### src/rtl/alu_arbiter_pkg.sv
// Shared definitions for the two-port ALU arbiter:
// opcode map, illegal-op boundary and controller states.
package alu_arbiter_pkg;

  localparam logic [2:0] ALU_ADD    = 3'b000;
  localparam logic [2:0] ALU_SUB    = 3'b001;
  localparam logic [2:0] ALU_AND    = 3'b010;
  localparam logic [2:0] ALU_OR     = 3'b011;
  localparam logic [2:0] ALU_SRL    = 3'b100;
  localparam logic [2:0] ALU_SRA    = 3'b101;
  // Every opcode at or above this value is illegal.
  localparam logic [2:0] ALU_ILL_LO = 3'b110;

  typedef enum logic [1:0] {
    S_IDLE = 2'd0,
    S_EXEC = 2'd1,
    S_RESP = 2'd2
  } state_e;

endpackage

### src/rtl/alu_arbiter_core.sv
// Combinational ALU shared by both arbiter ports.
// Ports: i_a, i_b, i_op in; o_c result, o_err illegal op.
module alu_core
  import alu_arbiter_pkg::*;
#(
  parameter int WIDTH = 32,
  parameter int OPW   = 3
) (
  input  logic [WIDTH-1:0] i_a,
  input  logic [WIDTH-1:0] i_b,
  input  logic [OPW-1:0]   i_op,
  output logic [WIDTH-1:0] o_c,
  output logic             o_err
);

  assign o_err = (i_op >= OPW'(ALU_ILL_LO));

  // Shifts use the whole B value: amounts of WIDTH
  // or more give zero / full sign fill.
  always_comb begin
    o_c = '0;
    case (i_op)
      OPW'(ALU_ADD): o_c = i_a + i_b;
      OPW'(ALU_SUB): o_c = i_a - i_b;
      OPW'(ALU_AND): o_c = i_a & i_b;
      OPW'(ALU_OR):  o_c = i_a | i_b;
      OPW'(ALU_SRL): o_c = i_a >> i_b;
      OPW'(ALU_SRA): o_c = $unsigned($signed(i_a) >>> i_b);
      default:       o_c = '0;
    endcase
  end

endmodule

### src/rtl/alu_arbiter.sv
// Round-robin arbiter sharing one ALU between two ports.
// Ports: clk, reset, req0/req1 cmd channels, resp0/resp1.
module alu_arbiter
  import alu_arbiter_pkg::*;
#(
  parameter int WIDTH = 32,
  parameter int OPW   = 3
) (
  input  logic             clk,
  input  logic             reset,
  input  logic             req0_valid,
  output logic             req0_ready,
  input  logic [WIDTH-1:0] req0_a,
  input  logic [WIDTH-1:0] req0_b,
  input  logic [OPW-1:0]   req0_op,
  input  logic             req1_valid,
  output logic             req1_ready,
  input  logic [WIDTH-1:0] req1_a,
  input  logic [WIDTH-1:0] req1_b,
  input  logic [OPW-1:0]   req1_op,
  output logic             resp0_valid,
  input  logic             resp0_ready,
  output logic [WIDTH-1:0] resp0_data,
  output logic             resp0_err,
  output logic             resp1_valid,
  input  logic             resp1_ready,
  output logic [WIDTH-1:0] resp1_data,
  output logic             resp1_err
);

  state_e           r_state;
  state_e           w_state_nxt;
  logic             r_last;
  logic             r_owner;
  logic [WIDTH-1:0] r_a;
  logic [WIDTH-1:0] r_b;
  logic [OPW-1:0]   r_op;
  logic [WIDTH-1:0] r_res;
  logic             r_err;
  logic             w_gnt0;
  logic             w_gnt1;
  logic             w_hs;
  logic             w_acc;
  logic [WIDTH-1:0] w_c;
  logic             w_err;

  // r_last holds the last winner; on a tie the
  // other port wins.
  assign w_gnt0 = req0_valid & (~req1_valid | r_last);
  assign w_gnt1 = req1_valid & (~req0_valid | ~r_last);

  // Reset gating keeps ready low for the whole time
  // reset is held, not just after the first edge.
  assign req0_ready = (r_state == S_IDLE) & w_gnt0 & ~reset;
  assign req1_ready = (r_state == S_IDLE) & w_gnt1 & ~reset;
  assign w_hs = req0_ready | req1_ready;

  assign resp0_valid = (r_state == S_RESP) & ~r_owner;
  assign resp1_valid = (r_state == S_RESP) & r_owner;
  assign resp0_data  = resp0_valid ? r_res : '0;
  assign resp1_data  = resp1_valid ? r_res : '0;
  assign resp0_err   = resp0_valid & r_err;
  assign resp1_err   = resp1_valid & r_err;

  // The non-owner's resp_ready is masked out here.
  assign w_acc = (resp0_valid & resp0_ready)
               | (resp1_valid & resp1_ready);

  alu_core #(
    .WIDTH (WIDTH),
    .OPW   (OPW)
  ) u_core (
    .i_a   (r_a),
    .i_b   (r_b),
    .i_op  (r_op),
    .o_c   (w_c),
    .o_err (w_err)
  );

  always_comb begin
    w_state_nxt = r_state;
    case (r_state)
      S_IDLE:  if (w_hs) w_state_nxt = S_EXEC;
      S_EXEC:  w_state_nxt = S_RESP;
      S_RESP:  if (w_acc) w_state_nxt = S_IDLE;
      default: w_state_nxt = S_IDLE;
    endcase
  end

  always_ff @(posedge clk or posedge reset) begin
    if (reset) r_state <= S_IDLE;
    else       r_state <= w_state_nxt;
  end

  always_ff @(posedge clk or posedge reset) begin
    if (reset) begin
      r_last  <= 1'b1;
      r_owner <= 1'b0;
      r_a     <= '0;
      r_b     <= '0;
      r_op    <= '0;
      r_res   <= '0;
      r_err   <= 1'b0;
    end else begin
      if (w_hs) begin
        r_owner <= req1_ready;
        r_last  <= req1_ready;
        r_a     <= req1_ready ? req1_a  : req0_a;
        r_b     <= req1_ready ? req1_b  : req0_b;
        r_op    <= req1_ready ? req1_op : req0_op;
      end
      if (r_state == S_EXEC) begin
        r_res <= w_c;
        r_err <= w_err;
      end
    end
  end

endmodule

### config.mk
export PLATFORM = sky130hd
export DESIGN_NAME = alu_arbiter
export DESIGN_NICKNAME = d
export VERILOG_FILES = /design/src/rtl/alu_arbiter_pkg.sv /design/src/rtl/alu_arbiter_core.sv /design/src/rtl/alu_arbiter.sv
export SDC_FILE = /design/constraint.sdc
export NUM_CORES = 1
export LEC_CHECK = 0
export ABC_CLOCK_PERIOD_IN_PS = 4300
export CAP_MARGIN = 20
export CORE_MARGIN = 2
export CORE_UTILIZATION = 49
export CTS_CLUSTER_DIAMETER = 100
export CTS_CLUSTER_SIZE = 10
export DETAILED_ROUTE_END_ITERATION = 8
export HOLD_SLACK_MARGIN = 0.05
export MAX_ROUTING_LAYER = met4
export PLACE_DENSITY_LB_ADDON = 0.12
export SLEW_MARGIN = 20
export SYNTH_ARGS = -nofsm -noshare
export SYNTH_HDL_FRONTEND = slang
export SYNTH_HIERARCHICAL = 1
export SYNTH_SLANG_ARGS = --single-unit
### constraint.sdc
create_clock -name clk -period 4.3 [get_ports clk]
set_input_delay 0.645 -clock clk [delete_from_list [all_inputs] [get_ports clk]]
set_output_delay 0.645 -clock clk [all_outputs]
set_load 0.005 [all_outputs]
==> results.md, run 1 <==
- Final Hold Vio Count: 0
- Placed cells: 1852
- Row cnt: between 50 and 60
- Worst-Skew Late Latency: roughly 0.37 ns
- Hold Slack: around 0.52 ns
- Number of detailed-route iterations in the first pass: 7
- Routed Antenna Nets: 0
- Power Density: slightly below 900 mW/mm2
- Net count, final: 1753
- Actual slew at the worst max-slew pin: 1.05 ns
- Most used cell, CP: a21oi_1
- Synth unique cells: 83
- Vias in the first global route: approximately 12000
- Slew margin rel.: 29.7%
- Slowest-stage cell, CP: dfrtp_2
- Fin util: a little over 60%
- Worst vdd ir: 0.000403 V
- # DRC: 0
- DR vias/cell: between 6 and 7
- Minimum clock period: a little over 4 ns
- Critical Path Fanout Max: 7
- Pwr Total: about 13 mW
- Post-route setup slack: between 0.15 and 0.2 ns
- Crit. End Element: flip-flop
- DIE AREA: between 0.02 and 0.025 mm2
- Fin cells: ~1900
- Ant diodes: 0
- Syn Inst Count: between 1000 and 1500
- Leakage power figure: about 5.3 nW
- Buf/Inv on CP: 1
- EDFF count, synth: 0
- Post-CTS Setup Bufs: 0
- DIE HEIGHT: 155 um
- Most frequent cells in the layout: clkdlybuf4s50_1 (209), a21oi_1 (149), o21ai_0 (110), nand2_1 (110), dfrtp_1 (101)
- Final GP Congestion: 1.10
- Clk buf depth: 2
- Mapped Nets: between 1500 and 2000
- I/O pin total: between 200 and 250
- Final slew viol count: 0
- Yosys reg bits: about 100
- Mean Syn Cell Area: ~8 um2
- CTS tree: done
- Worst Path Required: between 4 and 5 ns
- Pre-CTS setup slack: 0.132 ns
- Clock slew at reported path FFs: ~0.090 ns
- Max-cap check violation count: 0
- Asr flop ratio synth: 100%
- Core box area: 0.0225 mm2
- Share of post-route cells with drive strength above 1: 12.8%
- GRT Resource Usage Total: a little under two fifths
- Crit-path cells: or2_2 > nor3_1 > and4bb_2 > a21oi_1 > xnor2_1 > ha_1 > buf_4 > a21oi_1 > o21ai_0 > nor2_1 > nand3_1 > a32oi_2 > a21boi_0 > mux2i_1 > o211ai_1 > mux2_2
- Total clock sinks: between 100 and 150
- Hold WC Path Type: flip-flop to flip-flop
- Die width: around 160 um
- First-pass GRT wire length: about 70000 um
- Ys flop type: dfrtp_1
- Period utilization: a little over nine tenths
- Startpoint types: flip-flop
- Slowest stage delay, CP: 0.47 ns
- Initial antenna violation count: 0
- DP Wirelength: 34500 um
- Iter 0 DRT Violations: approximately 1700
- Yosys warns: 6
- Clk_skew: around 0.011 ns
- H-Tree Depth: 3
- Run status: finished clean
- Placed cell areas: 0.0136 mm2
- WL final: approximately 45000 um
- Largest net degree at the start of global routing: between 100 and 150
- Final setup violation count: 0
- Crit-path leading delay family: simple AND/OR/NAND/NOR gates
- Achievable Freq: 242 MHz
- Root buf cell: clkbuf_16
- WP data arrival: ~4.4 ns
- CTS Buf Count: 9
- Synth Cell Area: about 0.011 mm2
- WS Path Type: flip-flop to flip-flop
- Design area: 0.0140 mm2
- Via count: 12400
- Layout area overhead: 25.1%
- Leading cell type in the layout, fill and taps excluded: clkdlybuf4s50_1
- Initial Util: between 40% and 50%
- GR Overflow Total: 0
- Seq/Total Area, Yosys: between 20% and 30%
- Port buffer count: around 210
- DR WL/cell: about 24 um
- Total negative slack: 0 ns
## flip-flops by register name, indices dropped and copies added (netlist names)
| signal | flops |
|---|---|
| r_a | 32 |
| r_last | 1 |
| r_op | 3 |
| r_err | 1 |
| r_b | 32 |
| r_state | 2 |
| r_res | 32 |
| r_owner | 1 |
## cell usage after synthesis, types with 6 or more instances
| library cell | n | area, um2 |
|---|---|---|
| clkbuf_1 | 76 | 285 |
| o21ai_1 | 22 | 110 |
| dfrtp_1 | 103 | 2580 |
| and2_1 | 78 | 488 |
| a31oi_2 | 20 | 250 |
| a31oi_1 | 71 | 444 |
| o221ai_1 | 17 | 149 |
| nand2_1 | 110 | 413 |
| nor2b_1 | 6 | 37.5 |
| a21oi_1 | 151 | 756 |
| nor3_1 | 19 | 95.1 |
| nand2b_1 | 14 | 87.6 |
| a21o_1 | 10 | 75.1 |
| xor2_1 | 21 | 184 |
| a22oi_1 | 7 | 52.6 |
| nand3_1 | 84 | 420 |
| ha_1 | 34 | 425 |
| mux2i_1 | 39 | 390 |
| o31ai_1 | 12 | 90.1 |
| xnor2_1 | 26 | 228 |
| o211ai_1 | 22 | 165 |
| mux4_2 | 22 | 495 |
| o21bai_1 | 6 | 45.0 |
| nor2_1 | 77 | 289 |
| buf_6 | 7 | 78.8 |
| and3_1 | 10 | 62.6 |
| o21ai_0 | 113 | 566 |
| buf_2 | 32 | 160 |
| maj3_1 | 22 | 220 |
| o22ai_1 | 6 | 37.5 |
| buf_1 | 8 | 30.0 |
| inv_1 | 20 | 75.1 |
| mux2_2 | 37 | 417 |
| a211oi_1 | 19 | 143 |
| or4_1 | 7 | 52.6 |
## timing repair
action,CTS,global route
resized for setup,0,15
endpoints found under the setup margin,0,9
hold buffers,0,0
## worst paths after layout
kind	end	slack [ns]	from	cells past startpoint
worst max register to register	r_res[28]	0.16	r_b[0]	16
worst min-delay path	r_res[4]	0.52	r_res[4]	1
min in group asynchronous	r_owner	0.85	reset	2
worst max-delay path	r_res[28]	0.16	r_b[0]	16
max in group asynchronous	r_res[19]	2.71	reset	3
worst min register to register	r_res[4]	0.52	r_res[4]	1
## per-layer routing
layer	up-vias	share of wire [%]	global-route usage (%)
li1	5631	-	-
met1	5885	42	53.0
met2	798	43	55.7
met3	131	10	5.13
met4	0	5.0	17.4
met5	-	0	-
## final cells by class
cell class | count | area (um2)
Tap cell | 285 | 357
Inverter | 21 | 81.3
Sequential cell | 104 | 2610
Fill cell | 1961 | 8500
Timing Repair Buffer | 278 | 2640
Multi-Input combinational cell | 1164 | 8020
Clock buffer | 10 | 239
Clock inverter | 6 | 70.1
## where the power goes
group	internal (mW)	switching [mW]	total, mW
logic	3.71	5.58	9.28
registers	1.43	0.906	2.34
clock network	0.430	0.460	0.890
total	5.57	6.94	12.5
## worst register-to-register path: cells and delay by family (launching register included)
kind	cells	cell delay [ns]
and+or+nand+nor	5	1.60
AOI/OAI and AO/OA	6	0.93
adders and majority gates	1	0.30
DFF	1	0.47
muxes	2	0.44
buffers and inverters	1	0.17
xor gates and xnor gates	1	0.13
## logic make-up (layout without fill, tap and decap cells)
group,Yosys count,in the layout,synth area share [%]
xor gates and xnor gates,47,47,3.68
buffers and inverters,149,315,5.97
AOI/OAI and AO/OA,530,530,30.2
and+or+nand+nor,432,432,19.4
adders and majority gates,57,57,5.95
muxes,98,98,11.6
DFF,104,104,23.3
(Power assumes the default switching activity.)
==> run 2, diff against run 1 <==
- ABC_CLOCK_PERIOD_IN_PS: 4300 -> 4600
- CORE_UTILIZATION: 49 -> 54
- SYNTH_HIERARCHICAL: 1 -> unset
- clock period: 4.3 -> 4.6 ns (I/O delays scaled with it)
==> run 2 against run 1 <==
Compared with the run above: cell count decreased by 1.8%; power shrank 3.8%; count of clock-buffer cells in the layout shrank 1; die area fell by 13%; hold slack got worse by 0.0029 ns; routed wire length shrank 3.6%; via count is 1.2% lower; sequential power hardly changed; sequential cell count stayed put; largest power group unchanged.
==> results.md, run 2 <==
- Run status: finished clean
- Minimum clock period: 4.16 ns
- Critical Path Fanout Max: 12
- Die width: between 100 and 150 um
- Pwr Total: between 10 and 15 mW
- Most frequent cells in the layout: nand2_1 (242), clkdlybuf4s50_1 (209), nor2_1 (147)
- Root buf cell: clkbuf_16
- Period utilization: between 90% and 100%
- Slowest stage delay, CP: approximately 0.76 ns
- Yosys reg bits: roughly 100
- Layout area overhead: 24.5%
- Worst Path Required: 4.91 ns
- Final slew viol count: 0
- Routed Antenna Nets: 0
- Ant diodes: 0
- H-Tree Depth: 3
- Iter 0 DRT Violations: 1640
- Leakage power figure: about 5.5 nW
- Syn Inst Count: between 1000 and 1500
- Fin util: approximately two thirds
- WL final: around 44000 um
- DIE HEIGHT: between 100 and 150 um
- Hold WC Path Type: flip-flop to flip-flop
- Clk buf depth: 2
- Top cells by area, synth: dfrtp_1 (24%), nand2_1 (8.5%), a31oi_1 (5.4%)
- Actual slew at the worst max-slew pin: 1.00 ns
- Worst-Skew Late Latency: about 0.37 ns
- Top-count cell post-synth: nand2_1
- Hold Slack: between 0.5 and 0.6 ns
- WS Path Type: flip-flop to flip-flop
- Core box area: just under 0.02 mm2
- Placed cell areas: ~0.013 mm2
- Crit. End Element: flip-flop
- Worst Hold Launch: r_res[16]
- CTS tree: done
- Port buffer count: between 200 and 250
- Slowest-stage cell, CP: o41ai_1
- Commonest cells post-synth: nand2_1 (242), nor2_1 (147), dfrtp_1 (103)
- Initial Util: between 50% and 60%
- Ys flop type: dfrtp_1
- GR Overflow Total: 0
- I/O pin total: 210
- Final setup violation count: 0
- Unrepaired setup endpoints after global routing: no
- Row cnt: just over 50
- Total negative slack: 0 ns
- Buf/Inv on CP: 2
- Vias in the first global route: roughly 12000
- Max-cap check violation count: 0
- Net count, final: around 1700
- EDFF count, synth: 0
- Asr flop ratio synth: 100%
- DR vias/cell: about 6.7
- DIE AREA: ~0.021 mm2
- Hold buffers post-CTS: 0
- Dominant cell type by area after synthesis: dfrtp_1
- Seq/Total Area, Yosys: roughly 24%
- Design area: around 0.013 mm2
- Share of post-route cells with drive strength above 1: under 10%
- CP Launch Point: r_b[1]
- Mean Syn Cell Area: between 7 and 8 um2
- Final Hold Vio Count: 0
- DR WL/cell: about 24 um
- Total clock sinks: approximately 100
- Number of detailed-route iterations in the first pass: 8
- Regs by FF count: r_a x32, r_b x32, r_res x32
- Post_cts resized: 0
- # DRC: 0
- Startpoint types: flip-flop
- Mapped Nets: about 1600
- Power Density: between 900 and 1000 mW/mm2
- Via count: approximately 12000
- Synth Cell Area: 0.0107 mm2
- CTS Buf Count: 9
- Crit-path cells: inv_1 > ha_1 > nand3_1 > nor2_1 > nor2_1 > xnor2_1 > ha_1 > and4_1 > and3_1 > o21ai_0 > buf_4 > nand2_1 > a21o_1 > a211oi_1 > o41ai_1 > a221o_1
- GRT Resource Usage Total: 43.5%
- R2R Path Start: r_b[1]
- Clock slew at reported path FFs: 0.08 ns
- WP data arrival: roughly 4.5 ns
- Leading cell type in the layout, fill and taps excluded: nand2_1
- DP Wirelength: about 33000 um
- Worst vdd ir: between 0.0005 and 0.0006 V
- Largest net degree at the start of global routing: about 110
- Final GP Congestion: 1.09
- Initial antenna violation count: 0
- Post-CTS Setup Bufs: 0
- Yosys top cell area share: approximately a quarter
- Achievable Freq: about 240 MHz
- Clk_skew: between 0.01 and 0.015 ns
- Synth unique cells: between 80 and 90
- Slew margin rel.: 32.8%
- Crit-path leading delay family: compound AO/OA/AOI/OAI gates
- First-pass GRT wire length: between 60000 and 70000 um
- Yosys warns: 0
run 2: cell types whose count changed after synthesis, sizes merged, moves of 13 or more:
cell / delta
a21oi: -80
buf: -27
mux2: -26
nand2: +132
nand3: -50
nor2: +69
o211ai: -13
o21ai: -73
run 2: metal layers:
metal  wire (um)  GRT usage (%)
met2       18800           63.1
met5           0              -
met1       16600           54.8
met4        3220           27.1
met3        5150           10.2
run 2: worst paths after layout:
kind	to	slack, ns	depth (start not counted)
worst max-delay path	r_res[13]	0.44	16
worst min-delay path	r_res[16]	0.51	2
worst max register to register	r_res[13]	0.44	16
worst min register to register	r_res[16]	0.51	2
max in group asynchronous	r_b[0]	2.83	3
min in group asynchronous	r_state[0]	0.88	2
run 2: report_power, final:
part | total (mW) | switching (mW) | internal, mW
Combinational | 8.90 | 5.33 | 3.57
Sequential | 2.32 | 0.976 | 1.35
Clock | 0.813 | 0.431 | 0.382
Total | 12.0 | 6.73 | 5.30
run 2: cell type report:
class	instances	area [um2]
multi-input combinational	1174	7580
fill	1578	6160
sequential	104	2610
timing repair buffer	250	2400
tap	265	332
clock buffer	9	225
inverter	25	98.8
clock inverter	7	66.3
run 2: per-stage QoR:
| stage | setup slack (ns) | cells |
|---|---|---|
| after floorplan | 0.453 | 1407 |
| after global placement | 0.576 | 1818 |
| after detailed placement | 0.547 | 1818 |
| after CTS | 0.541 | 1834 |
| after global routing | 0.124 | 1834 |
| final | 0.442 | 1834 |
run 2: kinds of logic (layout without fill, tap and decap cells):
kind of cell | count (synthesis) | after routing | share of synthesized area, %
simple gates | 587 | 587 | 25.5
compound gates | 398 | 398 | 25.3
buf+inv | 129 | 291 | 4.99
flops | 104 | 104 | 24.4
mux | 77 | 77 | 9.10
fa+ha+maj | 63 | 63 | 6.79
xor+xnor | 49 | 49 | 4.02
run 2: worst reg2reg max path, delay by kind of cell (launching register included):
kind / cells / cell delay, ns
buffers and inverters: 2 / 0.31
xor gates and xnor gates: 1 / 0.15
AOI/OAI and AO/OA: 5 / 1.30
and+or+nand+nor: 6 / 1.23
adders and majority gates: 2 / 0.58
DFF: 1 / 0.51
==> run 3, diff against run 2 <==
- SKIP_CTS_REPAIR_TIMING: unset -> 1
==> results of run 3 <==
Final layout, timing and power as in run 2 (identical DEF).
==> patch (flow settings as in run 3) <==
`OPW` is set to 3 in 2 places; all go to 6.
--- a/src/rtl/alu_arbiter_core.sv
+++ b/src/rtl/alu_arbiter_core.sv
@@ -5,5 +5,5 @@
 #(
   parameter int WIDTH = 32,
-  parameter int OPW   = 3
+  parameter int OPW   = 6
 ) (
   input  logic [WIDTH-1:0] i_a,
--- a/src/rtl/alu_arbiter.sv
+++ b/src/rtl/alu_arbiter.sv
@@ -5,5 +5,5 @@
 #(
   parameter int WIDTH = 32,
-  parameter int OPW   = 3
+  parameter int OPW   = 6
 ) (
   input  logic             clk,
Ports: changed (resized req0_op and req1_op); port bits go from 210 to 216. No check against the original RTL was run, so the function may have changed too.
==> patch against run 3 <==
  * Routed wire length up 1.5%
  * Worst hold slack better by 0.012 ns
  * Sequential cell count increased by 3
  * Non-clock buffer count grew 11
  * Combinational power decreased by 14%
  * Clock power rose by 2%
  * Cell area increased by 3.2%
  * Critical path depth is 2 lower
  * Total power down 12%
  * Fmax fell by 8.7%
  * Via count up 2.4%
  * Setup slack lost 0.40 ns
  * Synthesized area increased by 2.8%
  * Highest routed layer unchanged
==> patch: results (changes against run 3) <==
stage;metric;value;unit;change
grt;initial antenna violation count;1;;+1
worst_setup_path;reg2reg start;r_b[6];;
placement;DP Worst Slack;0.0609;ns;-0.486 ns
cells_and_area;nets;1802;;+3.6%
placement;Buffers on Ports;215;;+2.9%
pwr;P_int;4.71;mW;-11%
placement;Final HPWL DP;33900;um;+1.3%
pwr;Max VDD drop;0.453;mV;-9.6%
grt;GR Util All Layers;42.2;%;-1.2 points
yosys;Netlist cell types;82;;-6.8%
grt;first-pass GRT wire length;68300;um;+2.0%
yosys;Post-Synth Adder-Cell Area;5.79;%;-1.0 points
routing;DR vias;12594;;+2.4%
clocking;TritonCTS Sinks;107;;+2.9%
placement;Placer Congestion;1.02;;-6.2%
routing;M1 WL;17700;um;+6.4%
grt;number of global-route vias before repair;11747;;+1.8%
pwr;PD cells;773;nW/um2;-15%
cells_and_area;share of cells above drive strength 1;8.18;%;+0.72 points
grt;GRT met2 Usage;61.9;%;-1.2 points
timing;Worst Skew;0.0142;ns;+0.00189 ns
yosys;syn nets;1639;;+3.6%
yosys;most frequent cells after synthesis;nand2_1 (253), nor2_1 (158), dfrtp_1 (106);;
cells_and_area;register area;2680;um2;+2.9%
cells_and_area;final core utilization;68.3;%;about the same
cells_and_area;Antenna diodes;1;;+1
routing;drt first pass iters;7;;-1
yosys;Mean Syn Cell Area;7.53;um2;-0.82%
min_path;Worst Hold Launch;r_err;;
grt;global routing usage on met3;11.8;%;+1.7 points
placement;DP Cell Count;1880;;+3.4%
routing;WL final;44500;um;+1.5%
cells_and_area;Filler cells;1618;;+2.5%
pwr;Seq pwr share;20.3;%;+1.0 points
routing;Via density;6.64;;-0.97%
cells_and_area;Non-CTS inverters;20;;-20%
grt;pin count of the biggest net entering global routing;113;;+5.6%
grt;met1 Use GR;56.4;%;+1.5 points
cells_and_area;Multi-input gate area;7830;um2;+3.3%
status;outcome;finished, final reports clean;;
die;tap cells;270;;+1.9%
worst_setup_path;worst-path maximum fanout;7;;-5
yosys;main area contributors after synthesis;dfrtp_1 (24%), nand2_1 (8.6%), nor2_1 (5.4%);;
pwr;clock power share;7.8;%;+1.0 points
cells_and_area;nonclk buf count;261;;+4.4%
cells_and_area;Non-clock buffer share;18.2;%;+0.15 points
timing;Worst-Margin Slew;0.990;ns;-0.0114 ns
yosys;post-synthesis mux area share;9.72;%;+0.62 points
cells_and_area;comb_multi_in;1222;;+4.1%
yosys;Synth Area in XOR/XNOR;4.47;%;+0.45 points
-- patch: changes by cell type in the layout (fill, tap and decap cells not counted), sizes merged, moves of 8 or more --
| cell | delta |
|---|---|
| nand2b | +11 |
| o21ai | +22 |
| a21oi | +29 |
| maj3 | -9 |
| mux4 | +8 |
| nand3 | -17 |
| a211oi | -8 |
| nand2 | +11 |
| nor2 | +11 |
-- patch: final timing paths --
kind | to | slack (ns)
max reg2reg | r_res[31] | 0.05
min reg2reg | r_err | 0.53
max | r_res[31] | 0.05
min in group asynchronous | r_b[9] | 0.73
min | r_err | 0.53
max in group asynchronous | r_res[15] | 2.97
-- patch: critical path, stage by stage, from the launching register on --
cell and delay (ns):
dfrtp_1 0.47, or4_4 0.60, nor2_1 0.21, nand4_1 0.29
o31ai_1 0.35, xor2_1 0.12, ha_1 0.22, a21oi_1 0.26
nor2b_1 0.21, o21ai_0 0.11, a221o_1 0.40, o211a_1 0.30
o41ai_4 0.39, nor3_1 0.12, or3_1 0.39
